==> config.mk <==
export PLATFORM = sky130hd
export DESIGN_NAME = async_mem_bridge
export DESIGN_NICKNAME = d
export VERILOG_FILES = /design/src/rtl/async_mem_bridge.sv
export SDC_FILE = /design/constraint.sdc
export NUM_CORES = 1
export LEC_CHECK = 0
export CAP_MARGIN = 5
export CORE_ASPECT_RATIO = 0.8
export CORE_MARGIN = 4
export CORE_UTILIZATION = 30
export DETAILED_ROUTE_END_ITERATION = 12
export GPL_ROUTABILITY_DRIVEN = 1
export PLACE_DENSITY = 0.61
export REMOVE_ABC_BUFFERS = 1
export SYNTH_ARGS = -nofsm -noshare
export SYNTH_HDL_FRONTEND = slang
export SYNTH_SLANG_ARGS = --single-unit
==> constraint.sdc <==
create_clock -name clk -period 3.25 [get_ports clk]
set_clock_uncertainty 0.1 [all_clocks]
set_input_delay 0.8125 -clock clk [delete_from_list [all_inputs] [get_ports clk]]
set_output_delay 0.8125 -clock clk [all_outputs]
set_load 0.02 [all_outputs]
==> src/rtl/async_mem_bridge.sv <==
// Synchronous master for a four-phase dual-rail asynchronous memory port.
// One command at a time: encode, request, capture, return-to-null, respond.
module async_mem_bridge #(
  parameter int SYNC_STAGES = 2,
  parameter int TIMEOUT     = 255
) (
  input  logic        clk,
  input  logic        rst,
  input  logic        cmd_valid,
  output logic        cmd_ready,
  input  logic        cmd_write,
  input  logic [3:0]  cmd_addr,
  input  logic [7:0]  cmd_wdata,
  output logic        rsp_valid,
  output logic [7:0]  rsp_rdata,
  output logic        rsp_error,
  output logic [7:0]  mem_addr,
  output logic [15:0] mem_data_in,
  output logic [1:0]  mem_read_Nwrite,
  output logic        mem_ack_in_read,
  input  logic [15:0] mem_data_out,
  input  logic        mem_ack_read,
  input  logic        mem_ack_write
);

  // state  | meaning
  // IDLE   | waiting for a command, acks released
  // W_REQ  | write codewords + write request driven, waiting for ack_write
  // W_RTZ  | outputs null, waiting for ack_write release
  // R_REQ  | address + read request driven, waiting for ack_read
  // R_CAP  | decode read data
  // R_ACK  | read data consumed ack driven, waiting for ack_read release
  // R_REL  | consumed ack dropped
  // RESP   | one-cycle response pulse
  // ERR    | timeout recovery, waiting for both acks to release
  localparam logic [3:0] S_IDLE  = 4'd0;
  localparam logic [3:0] S_W_REQ = 4'd1;
  localparam logic [3:0] S_W_RTZ = 4'd2;
  localparam logic [3:0] S_R_REQ = 4'd3;
  localparam logic [3:0] S_R_CAP = 4'd4;
  localparam logic [3:0] S_R_ACK = 4'd5;
  localparam logic [3:0] S_R_REL = 4'd6;
  localparam logic [3:0] S_RESP  = 4'd7;
  localparam logic [3:0] S_ERR   = 4'd8;

  localparam int CW = $clog2(TIMEOUT + 1);

  logic [3:0]             state, state_nx;
  logic [CW-1:0]          cnt;
  logic                   tmo, counting, err_q;
  logic [SYNC_STAGES-1:0] ar_sync, aw_sync;
  logic                   ar_s, aw_s;
  logic [7:0]             cap_data;
  logic                   cap_bad;

  function automatic logic [7:0] dr_enc4(input logic [3:0] v);
    logic [7:0] r;
    r = '0;
    for (int i = 0; i < 4; i++) r[2*i +: 2] = {v[i], ~v[i]};
    return r;
  endfunction

  function automatic logic [15:0] dr_enc8(input logic [7:0] v);
    logic [15:0] r;
    r = '0;
    for (int i = 0; i < 8; i++) r[2*i +: 2] = {v[i], ~v[i]};
    return r;
  endfunction

  // Synchronizers reset to "ack asserted" so cmd_ready stays low after reset
  // until the memory's real ack levels have propagated through.
  always_ff @(posedge clk or posedge rst) begin
    if (rst) begin
      ar_sync <= '1;
      aw_sync <= '1;
    end else begin
      ar_sync <= {ar_sync[SYNC_STAGES-2:0], mem_ack_read};
      aw_sync <= {aw_sync[SYNC_STAGES-2:0], mem_ack_write};
    end
  end

  assign ar_s      = ar_sync[SYNC_STAGES-1];
  assign aw_s      = aw_sync[SYNC_STAGES-1];
  assign cmd_ready = (state == S_IDLE) && !ar_s && !aw_s;

  always_comb begin
    cap_data = '0;
    cap_bad  = 1'b0;
    for (int i = 0; i < 8; i++) begin
      cap_data[i] = mem_data_out[2*i+1];
      if (mem_data_out[2*i+1] == mem_data_out[2*i]) cap_bad = 1'b1;
    end
  end

  always_comb begin
    state_nx = state;
    tmo      = (cnt == CW'(TIMEOUT - 1));
    counting = 1'b0;
    case (state)
      S_IDLE:  if (cmd_valid && cmd_ready) state_nx = cmd_write ? S_W_REQ : S_R_REQ;
      S_W_REQ: begin
        counting = 1'b1;
        if (aw_s) state_nx = S_W_RTZ;
        else if (tmo) state_nx = S_ERR;
      end
      S_W_RTZ: begin
        counting = 1'b1;
        if (!aw_s) state_nx = S_RESP;
        else if (tmo) state_nx = S_ERR;
      end
      S_R_REQ: begin
        counting = 1'b1;
        if (ar_s) state_nx = S_R_CAP;
        else if (tmo) state_nx = S_ERR;
      end
      S_R_CAP: state_nx = S_R_ACK;
      S_R_ACK: begin
        counting = 1'b1;
        if (!ar_s) state_nx = S_R_REL;
        else if (tmo) state_nx = S_ERR;
      end
      S_R_REL: state_nx = S_RESP;
      S_RESP:  state_nx = S_IDLE;
      S_ERR:   if (!ar_s && !aw_s) state_nx = S_RESP;
      default: state_nx = S_IDLE;
    endcase
  end

  always_ff @(posedge clk or posedge rst) begin
    if (rst) begin
      state           <= S_IDLE;
      cnt             <= '0;
      mem_addr        <= '0;
      mem_data_in     <= '0;
      mem_read_Nwrite <= '0;
      mem_ack_in_read <= 1'b0;
      rsp_valid       <= 1'b0;
      rsp_rdata       <= '0;
      rsp_error       <= 1'b0;
      err_q           <= 1'b0;
    end else begin
      state     <= state_nx;
      rsp_valid <= 1'b0;
      rsp_error <= 1'b0;
      if (state == S_R_CAP) begin
        rsp_rdata <= cap_data;
        err_q     <= cap_bad;
      end
      if (state_nx != state) begin
        cnt <= '0;
        case (state_nx)
          S_W_REQ: begin
            mem_addr        <= dr_enc4(cmd_addr);
            mem_data_in     <= dr_enc8(cmd_wdata);
            mem_read_Nwrite <= 2'b01;
          end
          S_R_REQ: begin
            mem_addr        <= dr_enc4(cmd_addr);
            mem_data_in     <= '0;
            mem_read_Nwrite <= 2'b10;
          end
          S_W_RTZ, S_R_ACK, S_ERR: begin
            mem_addr        <= '0;
            mem_data_in     <= '0;
            mem_read_Nwrite <= 2'b00;
            mem_ack_in_read <= (state_nx != S_W_RTZ);
          end
          S_R_REL: mem_ack_in_read <= 1'b0;
          S_RESP: begin
            mem_ack_in_read <= 1'b0;
            rsp_valid       <= 1'b1;
            rsp_error       <= (state == S_ERR) || ((state == S_R_REL) && err_q);
            if (state != S_R_REL) rsp_rdata <= '0;
          end
          default: ;
        endcase
      end else if (counting) begin
        cnt <= cnt + 1'b1;
      end
    end
  end

endmodule

==> summary.txt, run 1 <==
Worst Tran Pin Value -> 0.883 ns
source-to-sink clock delay at the later pin of the worst-skew pair -> 0.31 ns
vias -> 2027
setup repair after global routing missed its margin -> false
remaining antenna violation count -> 0
placed cell areas -> 3370 um^2
half-perimeter wire length after detailed placement -> 4.46 mm
worst setup slack before clock tree synthesis -> 0.225 ns
count of buffer and inverter cells on the critical path -> 1
period utilisation layout -> 93.0%
post-route cell area -> 3480 um^2
Post-Syn Instances -> 233
CP max FO -> 16
most utilized layer in the global route result -> met1
Vias per Instance -> 4.91
post-synthesis sequential area ratio -> 53.1%
global route overflow -> 0
number of buffers inserted by port buffering -> 71
drt wl/cell -> 15.1 um
Avg Inst Size Synth -> 11.0 um^2
die outline height -> 90.5 um
gpl congestion -> 0.850
final hold violation count -> 0
CTS tree -> built
ratio of cells with drive above 1 in the final layout -> 8.20%
pin count of the biggest net entering global routing -> 55
cells traversed along the worst timing path -> nor2_1 -> and3_1 -> clkdlybuf4s50_1
maximum buffer depth of the clock tree -> 2
slack of the worst reg-to-reg path -> 0.31 ns
initial antenna violation count -> 0
H-tree levels -> 2
top-level port count -> 72
Diodes inserted -> 0
Critical Path Slowest Stage Cell -> sky130_fd_sc_hd__clkdlybuf4s50_1
PD cells -> 747 nW/um^2
type of the tightest min-delay check -> reg -> reg
cell count along the critical path -> 3
post-layout power -> 0.00260 W
global-route met2 utilization -> 17.4%
run status -> finished, final reports clean
Static Leak -> 1.47 nW
area of the mapped netlist -> 2550 um^2
Post-synth ARST share -> 100%
met3 demand-to-capacity share in global routing -> 3.22%
Period minus WS final -> 3.02 ns
number of cells traversed by the worst hold path -> 0
first-iteration detailed-routing DRC count -> 83
number of maximum-capacitance constraint violations -> 0
TritonCTS Buffers -> 5
top cells by count, synth -> sky130_fd_sc_hd__dfrtp_1, sky130_fd_sc_hd__nand2_1, sky130_fd_sc_hd__nor2_1
wire length of the first global-routing pass -> 10.3 mm
worst setup path category -> reg -> out
Seq cells post-synth -> 54
number of flops mapped to enable cells by yosys -> 0
launch instance of the worst register-to-register path -> state[1]$_DFF_PP0_
top_reg_cell synth -> sky130_fd_sc_hd__dfrtp_1
vias in the first global route -> 2005
clock transition at the registers of the reported paths -> 0.09 ns
Die Outline Area -> 10100 um^2
Worst Slack Setup Final -> 0.229 ns
startpoint kind of the worst setup timing path -> flop
Worst IR Drop VDD -> 0.266 mV
Setup TNS Final -> 0 ns
Final Setup Violations -> 0
fraction of synthesized cell area taken by the top area cell type -> 49.0%
DRT Wirelength -> 6.24 mm
total placed cells including tap cells -> 405
final std cells w/o fill -> 413
cell class contributing the biggest share of worst-path delay -> simple AND/OR/NAND/NOR gates
endpoint of the worst hold path -> ar_sync[1]$_DFF_PP1_
Max Clk Rate -> 331 MHz
die width -> 111 um
top-count cell post-synth -> sky130_fd_sc_hd__dfrtp_1
number of placement rows -> 29
Synthesis Warnings -> 0
floorplan core area -> 8090 um^2
Root Buffer Master -> sky130_fd_sc_hd__clkbuf_8
slew margin rel. -> 41.0%
nets -> 340
hold path startpoint -> ar_sync[0]$_DFF_PP1_
CP arrival -> 2.11 ns
CTS sink count -> 54
nature of the critical path endpoint -> output pin
total DRC errors in the routed layout -> 0
overall routing resource usage -> 12.3%
required time of the worst setup path -> 2.34 ns
number of detailed-route iterations in the first pass -> 4
R2R Path End -> mem_addr[1]$_DFFE_PP0P_
leading area contributor after synthesis -> sky130_fd_sc_hd__dfrtp_1
initial core utilization -> 31.6%
M1 GR Usage -> 18.6%
path depth of the worst reg2reg path -> 6
number of setup buffers added after CTS -> 0
number of pins with negative max-slew slack in the final report -> 0
count of unique library cells instantiated by Yosys -> 53
Area growth, synth to finish -> 36.5%
CP max stage delay -> 0.61 ns
ranking of synthesized cells by area -> sky130_fd_sc_hd__dfrtp_1, sky130_fd_sc_hd__dfstp_2, sky130_fd_sc_hd__a22o_1, sky130_fd_sc_hd__o2bb2ai_1, sky130_fd_sc_hd__xnor2_1
-- stage by stage --
stage	hold slack (ns)	util [%]
2_1_floorplan	0.245	-
3_3_place_gp	0.247	41.7
3_5_place_dp	0.247	41.7
4_1_cts	0.261	43.0
5_1_grt	0.265	43.1
6_report	0.260	43.1
-- logic make-up after synthesis --
logic type / count (synthesis) / synth area share (%)
xor gates and xnor gates: 15 / 5.14
adders and majority gates: 2 / 0.980
buffers and inverters: 19 / 3.97
DFF: 54 / 53.1
AOI/OAI and AO/OA: 62 / 19.0
muxes: 2 / 0.882
and+or+nand+nor: 79 / 17.0
-- layout make-up --
type | count | area (um^2)
multi-input cells | 160 | 1100
flip-flops and latches | 54 | 1360
inverters | 8 | 30.0
fillers | 780 | 4610
clock buffers | 5 | 68.8
clock inverters | 3 | 43.8
repair buffers | 75 | 753
well taps | 108 | 135
-- sequential cells by signal, indices dropped and copies added (netlist names) --
| name | count |
|---|---|
| rsp_valid | 1 |
| rsp_error | 1 |
| mem_read_Nwrite | 2 |
| aw_sync | 2 |
| err_q | 1 |
| ar_sync | 2 |
| mem_data_in | 16 |
| cnt | 8 |
| mem_ack_in_read | 1 |
| state | 4 |
| rsp_rdata | 8 |
| mem_addr | 8 |
-- cell usage in the layout, fill, tap and decap left out, types with 3 or more instances in the layout --
master / count
sky130_fd_sc_hd__nand2_1: 22
sky130_fd_sc_hd__o2bb2ai_1: 12
sky130_fd_sc_hd__nand3_1: 3
sky130_fd_sc_hd__dfstp_2: 4
sky130_fd_sc_hd__nor3_1: 4
sky130_fd_sc_hd__nor2_1: 16
sky130_fd_sc_hd__clkdlybuf4s50_1: 71
sky130_fd_sc_hd__o21ai_0: 6
sky130_fd_sc_hd__nand2b_1: 5
sky130_fd_sc_hd__clkbuf_8: 5
sky130_fd_sc_hd__xnor2_1: 10
sky130_fd_sc_hd__and3_1: 3
sky130_fd_sc_hd__xor2_1: 5
sky130_fd_sc_hd__a22o_1: 12
sky130_fd_sc_hd__nand4_1: 5
sky130_fd_sc_hd__inv_1: 7
sky130_fd_sc_hd__buf_4: 3
sky130_fd_sc_hd__a21o_1: 3
sky130_fd_sc_hd__a21oi_1: 12
sky130_fd_sc_hd__nor2b_1: 5
sky130_fd_sc_hd__dfrtp_1: 50
-- report_power, final --
part	switching (W)	leakage, nW	internal (W)
clock	0.000225	0.0585	0.000231
combinational	0.000653	0.698	0.000520
sequential	0.000167	0.714	0.000808
total	0.00105	1.47	0.00156
-- how the worst max path moves through the flow --
stage / end / from / slack, ns
floorplan: mem_addr[1]$_DFFE_PP0P_ / cmd_valid / 0.84
global placement: mem_data_in[5]$_DFFE_PP0P_ / cmd_valid / 0.26
detailed placement: mem_data_in[3]$_DFFE_PP0P_ / cmd_valid / 0.22
CTS: cmd_ready / state[0]$_DFF_PP0_ / 0.22
global route: mem_data_in[13]$_DFFE_PP0P_ / state[1]$_DFF_PP0_ / 0.05
finish: cmd_ready / state[0]$_DFF_PP0_ / 0.23
-- layer usage --
layer | vias to the layer above | share of wire (%)
li1 | 986 | -
met1 | 967 | 50
met2 | 68 | 43
met3 | 6 | 6.6
met4 | 0 | 0.83
met5 | - | 0
-- timing repair --
| item | in CTS | in global routing |
|---|---|---|
| resized for setup | 0 | 1 |
| hold buffers | 0 | 0 |
| setup endpoints to repair | 0 | 5 |
No activity file was read; power rests on OpenSTA's default activity.
==> inputs of run 2 (changes only) <==
--- a/config.mk
+++ b/config.mk
@@ -7,11 +7,11 @@
 export LEC_CHECK = 0
 export CAP_MARGIN = 5
 export CORE_ASPECT_RATIO = 0.8
-export CORE_MARGIN = 4
-export CORE_UTILIZATION = 30
+export CORE_MARGIN = 1
+export CORE_UTILIZATION = 48
 export DETAILED_ROUTE_END_ITERATION = 12
 export GPL_ROUTABILITY_DRIVEN = 1
-export PLACE_DENSITY = 0.61
+export PLACE_DENSITY = 0.87
 export REMOVE_ABC_BUFFERS = 1
 export SYNTH_ARGS = -nofsm -noshare
 export SYNTH_HDL_FRONTEND = slang
==> summary.txt, run 2 (synthesis results as in run 1) <==
Gates resized, CTS repair -> 0
most frequent cells in the layout -> sky130_fd_sc_hd__clkdlybuf4s50_1, sky130_fd_sc_hd__dfrtp_1, sky130_fd_sc_hd__nand2_1, sky130_fd_sc_hd__nor2_1
Die Outline Area -> 5620 um^2
type of the tightest min-delay check -> reg -> reg
half-perimeter wire length after detailed placement -> 4.33 mm
total placed cells including tap cells -> 359
number of pins with negative max-slew slack in the final report -> 0
pin count of the biggest net entering global routing -> 27
CP max stage delay -> 0.61 ns
die outline height -> 67.2 um
max reg flops -> 16
nets -> 340
TritonCTS Buffers -> 5
startpoint kind of the worst setup timing path -> flop
total DRC errors in the routed layout -> 0
number of setup buffers added after CTS -> 0
leading cell type in the layout, fill and taps excluded -> sky130_fd_sc_hd__clkdlybuf4s50_1
ratio of cells with drive above 1 in the final layout -> 7.87%
Setup TNS Final -> 0 ns
CP arrival -> 2.12 ns
Worst Tran Pin Value -> 0.828 ns
number of buffers inserted by port buffering -> 71
first-iteration detailed-routing DRC count -> 168
met1 wire length -> 2.70 mm
Vias per Instance -> 5.63
CP max FO -> 16
vias in the first global route -> 1926
net switching power -> 0.00104 W
total met3 wirelength after detailed routing -> 296 um
setup repair after global routing missed its margin -> false
source-to-sink clock delay at the later pin of the worst-skew pair -> 0.31 ns
maximum buffer depth of the clock tree -> 2
wire length of the first global-routing pass -> 9.32 mm
count of buffer and inverter cells on the critical path -> 1
share of total power in the clock network -> 17.3%
final hold violation count -> 0
floorplan core area -> 5060 um^2
post-cts hold buffer count -> 0
PD cells -> 761 nW/um^2
drt wl/cell -> 16.2 um
final-layout fill cell count -> 397
CTS sink count -> 54
period utilisation layout -> 93.2%
share of the core filled with cells -> 67.3%
number of maximum-capacitance constraint violations -> 0
register ranked first by flip-flop count -> mem_data_in
initial core utilization -> 50.4%
top-level port count -> 72
H-tree levels -> 2
global route overflow -> 0
number of detailed-route iterations in the first pass -> 4
Root Buffer Master -> sky130_fd_sc_hd__clkbuf_8
Critical Path Slowest Stage Cell -> sky130_fd_sc_hd__clkdlybuf4s50_1
die width -> 83.6 um
vias -> 2065
DRT Wirelength -> 5.95 mm
run status -> finished, final reports clean
slew margin rel. -> 44.6%
initial antenna violation count -> 0
final std cells w/o fill -> 367
Reg power frac -> 37.6%
nature of the critical path endpoint -> output pin
CTS tree -> built
cell class contributing the biggest share of worst-path delay -> simple AND/OR/NAND/NOR gates
gpl congestion -> 0.877
metal2 WL -> 2.88 mm
Max Clk Rate -> 330 MHz
number of placement rows -> 23
Final Setup Violations -> 0
Diodes inserted -> 0
cells traversed along the worst timing path -> nor2_1 -> and3_1 -> clkdlybuf4s50_1
Switching Fraction -> 40.2%
remaining antenna violation count -> 0
internal power of the cells -> 0.00155 W
overall routing resource usage -> 21.4%
worst setup path category -> reg -> out
required time of the worst setup path -> 2.34 ns
Worst Slack Setup Final -> 0.222 ns
post-layout power -> 0.00259 W
Static Leak -> 1.46 nW
Period minus WS final -> 3.03 ns
Area growth, synth to finish -> 33.6%
Worst IR Drop VDD -> 0.455 mV
logic gate share of total power -> 45.1%
top routing layer in use -> met4
worst setup slack before clock tree synthesis -> 0.211 ns
clock transition at the registers of the reported paths -> 0.09 ns
run 2: final timing paths:
kind,cells after the start,slack (ns),end,from
max,3,0.22,cmd_ready,state[0]$_DFF_PP0_
min,0,0.26,aw_sync[1]$_DFF_PP1_,aw_sync[0]$_DFF_PP1_
max reg2reg,6,0.37,mem_data_in[13]$_DFFE_PP0P_,state[1]$_DFF_PP0_
min reg2reg,0,0.26,aw_sync[1]$_DFF_PP1_,aw_sync[0]$_DFF_PP1_
max in group asynchronous,3,1.76,ar_sync[1]$_DFF_PP1_,rst
min in group asynchronous,2,0.66,rsp_rdata[6]$_DFF_PP0_,rst
run 2: per-stage QoR:
| step | hold slack (ns) | area, um^2 |
|---|---|---|
| 2_1_floorplan | 0.245 | 2480 |
| 3_3_place_gp | 0.246 | 3300 |
| 3_5_place_dp | 0.251 | 3300 |
| 4_1_cts | 0.260 | 3410 |
| 5_1_grt | 0.270 | 3410 |
| 6_report | 0.259 | 3410 |
run 2: final cells by class:
class / instances / area, um^2 / share of cell area (%)
Clock buffer: 6 / 72.6 / 2.13
Clock inverter: 2 / 37.5 / 1.10
Inverter: 8 / 30.0 / 0.880
Multi-Input combinational cell: 160 / 1100 / 32.1
Sequential cell: 54 / 1360 / 39.8
Tap cell: 62 / 77.6 / 2.27
Timing Repair Buffer: 75 / 741 / 21.7
run 2: layer usage:
layer,track usage (%),up-vias
met5,0,-
met4,8.05,0
li1,-,984
met1,28.6,1009
met3,3.67,7
met2,35.7,65
run 2: power groups by stage:
stage                     clock network, W  logic (W)  registers [W]
after global routing              0.000488    0.00125       0.000995
after floorplan                          0   0.000624        0.00107
after CTS                         0.000460    0.00117       0.000972
after detailed placement                 0    0.00117       0.000984
after global placement                   0    0.00113       0.000974
final                             0.000449    0.00117       0.000975
==> inputs of run 3 (changes only) <==
--- a/config.mk
+++ b/config.mk
@@ -5,7 +5,7 @@
 export SDC_FILE = /design/constraint.sdc
 export NUM_CORES = 1
 export LEC_CHECK = 0
-export CAP_MARGIN = 5
+export CAP_MARGIN = 40
 export CORE_ASPECT_RATIO = 0.8
 export CORE_MARGIN = 1
 export CORE_UTILIZATION = 48
==> results of run 3 <==
No change in the layout: final DEF, timing and power equal those of run 2.
